File: src/rtl/tlb_controller.sv
// Arbiter and sequencer for the shared single-port TLB: serves fetch, data and CP0 TLB ops,
// registers translation results and exception codes, and maintains the Random register.
module tlb_controller #(
    parameter int unsigned ENTRY_ADDR_WIDTH = 3
) (
    input  logic                        clk,
    input  logic                        res,
    input  logic                        i_req,
    input  logic                        d_req,
    input  logic                        op_req,
    input  logic [31:0]                 i_vaddr,
    input  logic [31:0]                 d_vaddr,
    input  logic                        d_write,
    input  logic [1:0]                  op_code,
    input  logic [31:0]                 cp0_entry_hi,
    input  logic [ENTRY_ADDR_WIDTH-1:0] cp0_index,
    input  logic [ENTRY_ADDR_WIDTH-1:0] wired,
    input  logic                        wired_we,
    output logic                        i_ack,
    output logic                        d_ack,
    output logic                        op_ack,
    output logic [31:0]                 i_paddr,
    output logic [31:0]                 d_paddr,
    output logic [1:0]                  i_exc,
    output logic [1:0]                  d_exc,
    output logic [31:0]                 probe_index,
    output logic [ENTRY_ADDR_WIDTH-1:0] random,
    output logic [31:0]                 tlb_vaddr,
    output logic [31:0]                 tlb_index,
    output logic                        tlb_re,
    output logic                        tlb_we,
    input  logic [31:0]                 tlb_paddr,
    input  logic                        tlb_found,
    input  logic                        tlb_bitV,
    input  logic                        tlb_bitD,
    input  logic [31:0]                 tlb_matched_index
);

    localparam logic [ENTRY_ADDR_WIDTH-1:0] RandMax = '1;
    localparam logic [1:0] OpTlbp  = 2'd0;
    localparam logic [1:0] OpTlbr  = 2'd1;
    localparam logic [1:0] OpTlbwi = 2'd2;
    localparam logic [1:0] OpTlbwr = 2'd3;

    typedef enum logic [1:0] {StIdle, StXlate, StOp, StResp} state_e;
    typedef enum logic [1:0] {SelI, SelD, SelOp} sel_e;

    state_e                      state_q, state_d;
    sel_e                        sel_q, sel_d;
    logic                        last_d_q, last_d_d;
    logic [1:0]                  op_q, op_d;
    logic                        write_q, write_d;
    logic [ENTRY_ADDR_WIDTH-1:0] random_q, random_d;
    logic [31:0]                 tlb_vaddr_q, tlb_vaddr_d;
    logic [ENTRY_ADDR_WIDTH-1:0] tlb_index_q, tlb_index_d;
    logic                        tlb_re_q, tlb_re_d, tlb_we_q, tlb_we_d;
    logic                        i_ack_q, i_ack_d, d_ack_q, d_ack_d, op_ack_q, op_ack_d;
    logic [31:0]                 i_paddr_q, i_paddr_d, d_paddr_q, d_paddr_d;
    logic [1:0]                  i_exc_q, i_exc_d, d_exc_q, d_exc_d;
    logic [31:0]                 probe_q, probe_d;
    logic                        grant_d;
    logic [1:0]                  xl_exc;
    logic [31:0]                 xl_paddr;

    always_comb begin
        state_d     = state_q;
        sel_d       = sel_q;
        last_d_d    = last_d_q;
        op_d        = op_q;
        write_d     = write_q;
        tlb_vaddr_d = tlb_vaddr_q;
        tlb_index_d = tlb_index_q;
        tlb_re_d    = tlb_re_q;
        tlb_we_d    = 1'b0;
        i_ack_d     = 1'b0;
        d_ack_d     = 1'b0;
        op_ack_d    = 1'b0;
        i_paddr_d   = i_paddr_q;
        d_paddr_d   = d_paddr_q;
        i_exc_d     = i_exc_q;
        d_exc_d     = d_exc_q;
        probe_d     = probe_q;

        if (wired_we || random_q == wired || wired >= RandMax) begin
            random_d = RandMax;
        end else begin
            random_d = random_q - ENTRY_ADDR_WIDTH'(1);
        end

        // d wins a tie unless it was the last one served
        grant_d = d_req && (!i_req || !last_d_q);

        if (!tlb_found) begin
            xl_exc = 2'd1;
        end else if (!tlb_bitV) begin
            xl_exc = 2'd2;
        end else if (!tlb_bitD && sel_q == SelD && write_q) begin
            xl_exc = 2'd3;
        end else begin
            xl_exc = 2'd0;
        end
        xl_paddr = (xl_exc == 2'd0) ? tlb_paddr : 32'd0;

        unique case (state_q)
            StIdle: begin
                tlb_re_d    = 1'b0;
                tlb_index_d = '0;
                if (op_req) begin
                    sel_d   = SelOp;
                    op_d    = op_code;
                    state_d = StOp;
                    unique case (op_code)
                        OpTlbp:  tlb_vaddr_d = {cp0_entry_hi[31:13], 13'b0};
                        OpTlbr:  begin tlb_re_d = 1'b1; tlb_index_d = cp0_index; end
                        OpTlbwi: begin tlb_we_d = 1'b1; tlb_index_d = cp0_index; end
                        OpTlbwr: begin tlb_we_d = 1'b1; tlb_index_d = random_q; end
                        default: ;
                    endcase
                end else if (grant_d) begin
                    sel_d       = SelD;
                    tlb_vaddr_d = d_vaddr;
                    write_d     = d_write;
                    last_d_d    = 1'b1;
                    state_d     = StXlate;
                end else if (i_req) begin
                    sel_d       = SelI;
                    tlb_vaddr_d = i_vaddr;
                    write_d     = 1'b0;
                    last_d_d    = 1'b0;
                    state_d     = StXlate;
                end
            end
            StXlate: begin
                if (sel_q == SelD) begin
                    d_exc_d   = xl_exc;
                    d_paddr_d = xl_paddr;
                    d_ack_d   = 1'b1;
                end else begin
                    i_exc_d   = xl_exc;
                    i_paddr_d = xl_paddr;
                    i_ack_d   = 1'b1;
                end
                state_d = StResp;
            end
            StOp: begin
                if (op_q == OpTlbp) begin
                    probe_d = tlb_found ?
                        {{(32-ENTRY_ADDR_WIDTH){1'b0}}, tlb_matched_index[ENTRY_ADDR_WIDTH-1:0]} :
                        32'h8000_0000;
                end
                // TLBR keeps index/re through the ack cycle so CP0 can sample the entry
                if (op_q != OpTlbr) begin
                    tlb_index_d = '0;
                end
                op_ack_d = 1'b1;
                state_d  = StResp;
            end
            StResp: begin
                tlb_re_d    = 1'b0;
                tlb_index_d = '0;
                state_d     = StIdle;
            end
            default: state_d = StIdle;
        endcase
    end

    always_ff @(posedge clk or negedge res) begin
        if (!res) begin
            state_q     <= StIdle;
            sel_q       <= SelI;
            last_d_q    <= 1'b0;
            op_q        <= 2'd0;
            write_q     <= 1'b0;
            random_q    <= RandMax;
            tlb_vaddr_q <= 32'd0;
            tlb_index_q <= '0;
            tlb_re_q    <= 1'b0;
            tlb_we_q    <= 1'b0;
            i_ack_q     <= 1'b0;
            d_ack_q     <= 1'b0;
            op_ack_q    <= 1'b0;
            i_paddr_q   <= 32'd0;
            d_paddr_q   <= 32'd0;
            i_exc_q     <= 2'd0;
            d_exc_q     <= 2'd0;
            probe_q     <= 32'd0;
        end else begin
            state_q     <= state_d;
            sel_q       <= sel_d;
            last_d_q    <= last_d_d;
            op_q        <= op_d;
            write_q     <= write_d;
            random_q    <= random_d;
            tlb_vaddr_q <= tlb_vaddr_d;
            tlb_index_q <= tlb_index_d;
            tlb_re_q    <= tlb_re_d;
            tlb_we_q    <= tlb_we_d;
            i_ack_q     <= i_ack_d;
            d_ack_q     <= d_ack_d;
            op_ack_q    <= op_ack_d;
            i_paddr_q   <= i_paddr_d;
            d_paddr_q   <= d_paddr_d;
            i_exc_q     <= i_exc_d;
            d_exc_q     <= d_exc_d;
            probe_q     <= probe_d;
        end
    end

    assign i_ack       = i_ack_q;
    assign d_ack       = d_ack_q;
    assign op_ack      = op_ack_q;
    assign i_paddr     = i_paddr_q;
    assign d_paddr     = d_paddr_q;
    assign i_exc       = i_exc_q;
    assign d_exc       = d_exc_q;
    assign probe_index = probe_q;
    assign random      = random_q;
    assign tlb_vaddr   = tlb_vaddr_q;
    assign tlb_index   = {{(32-ENTRY_ADDR_WIDTH){1'b0}}, tlb_index_q};
    assign tlb_re      = tlb_re_q;
    assign tlb_we      = tlb_we_q;

    logic unused_bits;
    assign unused_bits = ^{cp0_entry_hi[12:0], tlb_matched_index[31:ENTRY_ADDR_WIDTH]};

endmodule
File: config.mk
export PLATFORM = sky130hd
export DESIGN_NAME = tlb_controller
export DESIGN_NICKNAME = d
export VERILOG_FILES = /design/src/rtl/tlb_controller.sv
export SDC_FILE = /design/constraint.sdc
export NUM_CORES = 1
export LEC_CHECK = 0
export ABC_CLOCK_PERIOD_IN_PS = 1600
export CORE_MARGIN = 2
export CORE_UTILIZATION = 35
export DETAILED_ROUTE_END_ITERATION = 8
export GPL_ROUTABILITY_DRIVEN = 0
export GPL_TIMING_DRIVEN = 0
export PLACE_DENSITY = 0.78
export SYNTH_ARGS = -nofsm -noshare
export SYNTH_HDL_FRONTEND = slang
export SYNTH_SLANG_ARGS = --single-unit
File: constraint.sdc
create_clock -name clk -period 1.6 [get_ports clk]
set_input_delay 0.24 -clock clk [delete_from_list [all_inputs] [get_ports clk]]
set_output_delay 0.24 -clock clk [all_outputs]
set_load 0.02 [all_outputs]
* Word-level counts from Yosys, hierarchy flattened
Index checks and enable logic that the tools add are counted.
Storage, ports and cells: flip-flop bits (word level) 151, input bits 178, output and inout port bits 172
Cells by class: equality and inequality tests 12, bitwise gates (word level) 2, reduce and logical (&&, ||, !) cells 28, magnitude comparators 1, mux-type cells 35, add/sub/neg operators 1
Operators by type and width (number):
- $mux 32 | 6
- $mux 2 | 9
- $mux 1 | 13
- $reduce_and 2->1 | 6
- $mux 3 | 3
- $pmux 3 s3 | 1
- $eq 2x2->1 const B | 4
- $logic_not 2->1 | 4
- $eq 2x1->1 const B | 3
- $pmux 2 s3 | 1
- $pmux 3 s2 | 1
- $reduce_and 3->1 | 2
- $reduce_bool 3->1 | 2
- $reduce_or 2->1 | 3
- $ne 2x1->1 const B | 2
- $ne 4x4->1 const B | 1
- $reduce_bool 2->1 | 2
- $eq 3x3->1 | 1
- $ge 3x3->1 const B | 1
- $logic_and 1x1->1 | 3
- $logic_not 1->1 | 3
- $logic_or 1x1->1 | 3
- $sub 3x1->3 const B | 1
- $ne 2x2->1 const B | 1
- other kinds (2) | 3

* Longest topological paths before layout
depth after elaboration 8, mapped depth 8, mapped depth without buffers 6

* Least setup slack after synthesis
OpenSTA, ideal clock, no wires.
path type register -> register, from reg state_q[0], to reg tlb_vaddr_q[23], in the netlist tlb_vaddr[23], setup time 0.080 ns, arrival 1.579 ns, stages on the path, launching flop included 9, setup slack -0.059 ns, clock period less this slack 1.659 ns, cell sequence dfrtp_1 -> inv_1 -> ha_1 -> buf_4 -> inv_2 -> or3_1 -> buf_2 -> buf_6 -> o211ai_2
Between the ends: word-level cells in the longest chain between the ends 2
Ends and longest elaborated chain:
- start, declared | line 48 | state_e state_q, state_d;
- start signal, assigned | line 169 | state_q <= StIdle;
- start signal, assigned | line 188 | state_q <= state_d;
- $logic_not 2->1 | line 104 | unique case (state_q)
- $reduce_and 3->1 (no source line)
- end signal, assigned | line 194 | tlb_vaddr_q <= tlb_vaddr_d;
- end, declared | line 54 | logic [31:0] tlb_vaddr_q, tlb_vaddr_d;
No other way between the ends. A chain may end at the register's enable or synchronous reset.

* Worst setup path in the final report
from reg state_q[0], to reg tlb_vaddr_q[30], in the netlist tlb_vaddr[30]
The elaborated chain is that of the path after synthesis.

==> summary.txt <==
Floorplanning
  – Die Wd: 135.3 um
  – Die H: around 140 um
  – # IOs: 350
  – Area of the core: around 17,000 sq um
  – Starting Density: 35.39%
  – Row cnt: 48
  – Full die area: about 18,000 sq um

Synthesis
  – Synth unique cells: between 40 and 50
  – Synth Instances: between 500 and 600
  – Area share of the largest cell type after synthesis: 49.74%
  – Post-Syn Area: a little over 6000 sq um
  – Area leader, netlist: dfrtp_1
  – Synth Register Bits: 123
  – Synth top area cells: dfrtp_1 (50%), buf_4 (8.2%), mux2i_1 (5.3%), nand2_1 (5.3%), a22o_1 (4.6%)
  – Syn avg cell area: between 10 and 15 sq um
  – Register area share after synthesis: just over 50%
  – Ys Warns: 0

Outcome
  – Status: finished, final reports clean

Detailed routing
  – Starting DRT DRC Count: ~200
  – # DRC: 0
  – Total wire length: 17,960 um
  – First-pass DRT Iterations: 5
  – Via count: 5,359
  – Vias per inst: between 4 and 5
  – Routed wire per std cell: roughly 16 um
  – Final ANT Viol Nets: 0

Timing
  – Count of final hold-check violations: 0
  – Slew @ Worst Pin: 0.6230 ns
  – Clock Skews: 0.007678 ns
  – Final min period: between 1.5 and 2 ns
  – RSZ-0062 raised after global routing: true
  – Tcrit/Tclk final: a little over nine tenths
  – Final setup violation count: 0
  – Max Freq: ~0.63 GHz
  – Slew Viols, Final: 0
  – Rel. slew slack: 58.46%
  – Min Hold Slack: roughly 0.15 ns

Setup path
  – Crit path largest cell delay: around 0.42 ns
  – Levels on crit path: 7
  – Reg2Reg Depth: 7
  – Element type at the critical path start: flip-flop
  – Crit path capture type: flip-flop
  – Worst-path fanout max: 9
  – Worst Setup Path Type: flip-flop to flip-flop
  – Worst path buffer plus inverter count: 4
  – Delay-heaviest family, CP: flip-flops
  – CP cell instances: inv_4 > ha_4 > inv_4 > or3_4 > buf_12 > buf_4 > o211ai_1
  – Max stage delay cell, worst path: dfrtp_2
  – Critical path's most frequent cell: inv_4
  – Crit path DAT: roughly 1.9 ns
  – Worst path required time: slightly below 2 ns

Placed design
  – Placed inst area: between 9000 and 10,000 sq um
  – Dpl hpwl: 13,630 um
  – Inst Count DP: about 1,100
  – # port buffers: 249

Global routing
  – GRT overflow: 0
  – Initial antenna violation count: 0
  – First-pass GRT wire length: roughly 28,000 um
  – Pin count of the biggest net entering global routing: 67
  – Vias in the first global route: 5,390
  – Total Routing Usage GR: roughly a fifth

Clock tree
  – Clock root buffer: clkbuf_16
  – H-tree depth: 4
  – CTS tree: done
  – Clock latency on the worst-skew pair: around 0.41 ns
  – Num CTS Buffers: 17
  – Clock sink count: roughly 120
  – CTS max path bufs: 2
  – Clk slew on worst S/H paths: around 0.06 ns

Pwr
  – VDD IR max: 0.8231 mV
  – LEAKAGE: roughly 5 nW
  – Total power: 16.21 mW
  – Power density over the cells: 1604 nW/um^2

Layout
  – Post-layout util: roughly three fifths
  – Finished Layout Cells: roughly 1,100
  – Syn-to-layout area delta: 67.36%
  – Commonest non-fill, non-tap cell in the layout: clkdlybuf4s50_1
  – Number of diodes: 0
  – Share of layout cells above drive strength 1: between 20% and 30%
  – Most frequent cells in the layout: clkdlybuf4s50_1 (133), dfrtp_1 (118), dlygate4sd2_1 (111)
  – Post-layout nets: roughly 1,100
  – Final instance area: between 10,000 and 15,000 sq um

Worst hold path
  – Hold Path Class: primary input to flip-flop
  – Hold depth: 2

Job
  – Max Cap Viol: 0
## per-layer routing
layer  GRT usage (%)  part of all wire [%]  vias up
met4           7.465                   1.9        0
met3           5.799                   8.2       22
li1                -                     -     2577
met1           22.93                    38     2536
met2           34.43                    52      224
met5               0                     0        -
## cell families (layout without fill, tap and decap cells)
group	Yosys count	after routing	share of synthesized area [%]
buffers and inverters	110	413	11.69
adder cells (fa/ha/maj)	11	11	2.280
XOR/XNOR	4	4	0.5803
AO/OA/AOI/OAI	147	147	19.11
other	1	57	0.06212
multiplexers	32	32	5.306
AND/OR/NAND/NOR	128	128	9.928
flip-flops	123	123	51.05
## where the power goes
group	switching, mW	internal, mW	total, mW	leakage [nW]
sequential	0.705	4.30	5.00	1.58
combinational	4.04	3.31	7.36	3.11
clock	1.52	2.33	3.85	0.295
## cell usage after synthesis, drive strengths merged
master	instances
dfrtp	120
nand2	85
buf	82
o21ai	46
a22o	32
mux2i	32
nand4	19
o211ai	19
o31ai	19
o2bb2ai	17
clkbuf	16
ha	11
inv	11
nor2b	7
nor2	5
xnor2	4
a22oi	3
a31oi	3
dfstp	3
nor3	3
a21oi	2
a31o	2
nand3b	2
or3	2
or3b	2
a21boi	1
a221o	1
a221oi	1
a32o	1
and4bb	1
clkinv	1
conb	1
nand2b	1
or2	1
## flip-flops by register name, indices dropped and copies added (netlist names), 3 cells and up
register	cells
d_paddr	32
i_paddr	32
probe_index	4
random	3
tlb_index_q	3
tlb_vaddr	32
## worst paths after layout
kind | start | end | slack, ns
setup reg to reg | state_q[0] | tlb_vaddr[30] | 0.02
hold / removal | tlb_found | d_exc[0] | 0.15
min in group asynchronous | res | i_paddr[14] | 0.42
hold reg to reg | d_paddr[10] | d_paddr[10] | 0.48
setup / recovery | state_q[0] | tlb_vaddr[30] | 0.02
max in group asynchronous | res | random[0] | 0.41
## stage by stage
stage	TNS (ns)	worst slack [ns]
after floorplan	-0.04900	-0.003746
after global placement	-590.07	-4.630
after detailed placement	-29.39	-0.5599
after CTS	0	0.001041
after global routing	-0.8875	-0.07511
final	0	0.01738
## what timing repair did
action,in CTS,in global routing
pin swaps,3,5
hold buffers,1,0
setup buffers,8,11
endpoints found under the hold margin,64,0
gates resized for setup,145,68
endpoints found under the setup margin,217,102
gates cloned,1,3
## layout make-up
type | count | area (sq um)
plain buffers | 96 | 768.2
fillers | 1459 | 6953
clock buffers | 17 | 425.4
well taps | 225 | 281.5
inverters | 12 | 55.05
repair buffers | 273 | 2625
clock inverters | 15 | 167.7
multi-input cells | 379 | 2696
flip-flops and latches | 123 | 3084
## worst reg2reg max path, delay by kind of cell (launching register included)
| family | cells | cell delay [ns] |
|---|---|---|
| adders and majority gates | 1 | 0.15 |
| and+or+nand+nor | 1 | 0.37 |
| AOI/OAI and AO/OA | 1 | 0.15 |
| DFF | 1 | 0.42 |
| buffers and inverters | 4 | 0.41 |
Note: power is estimated with default switching activity, not from simulation.
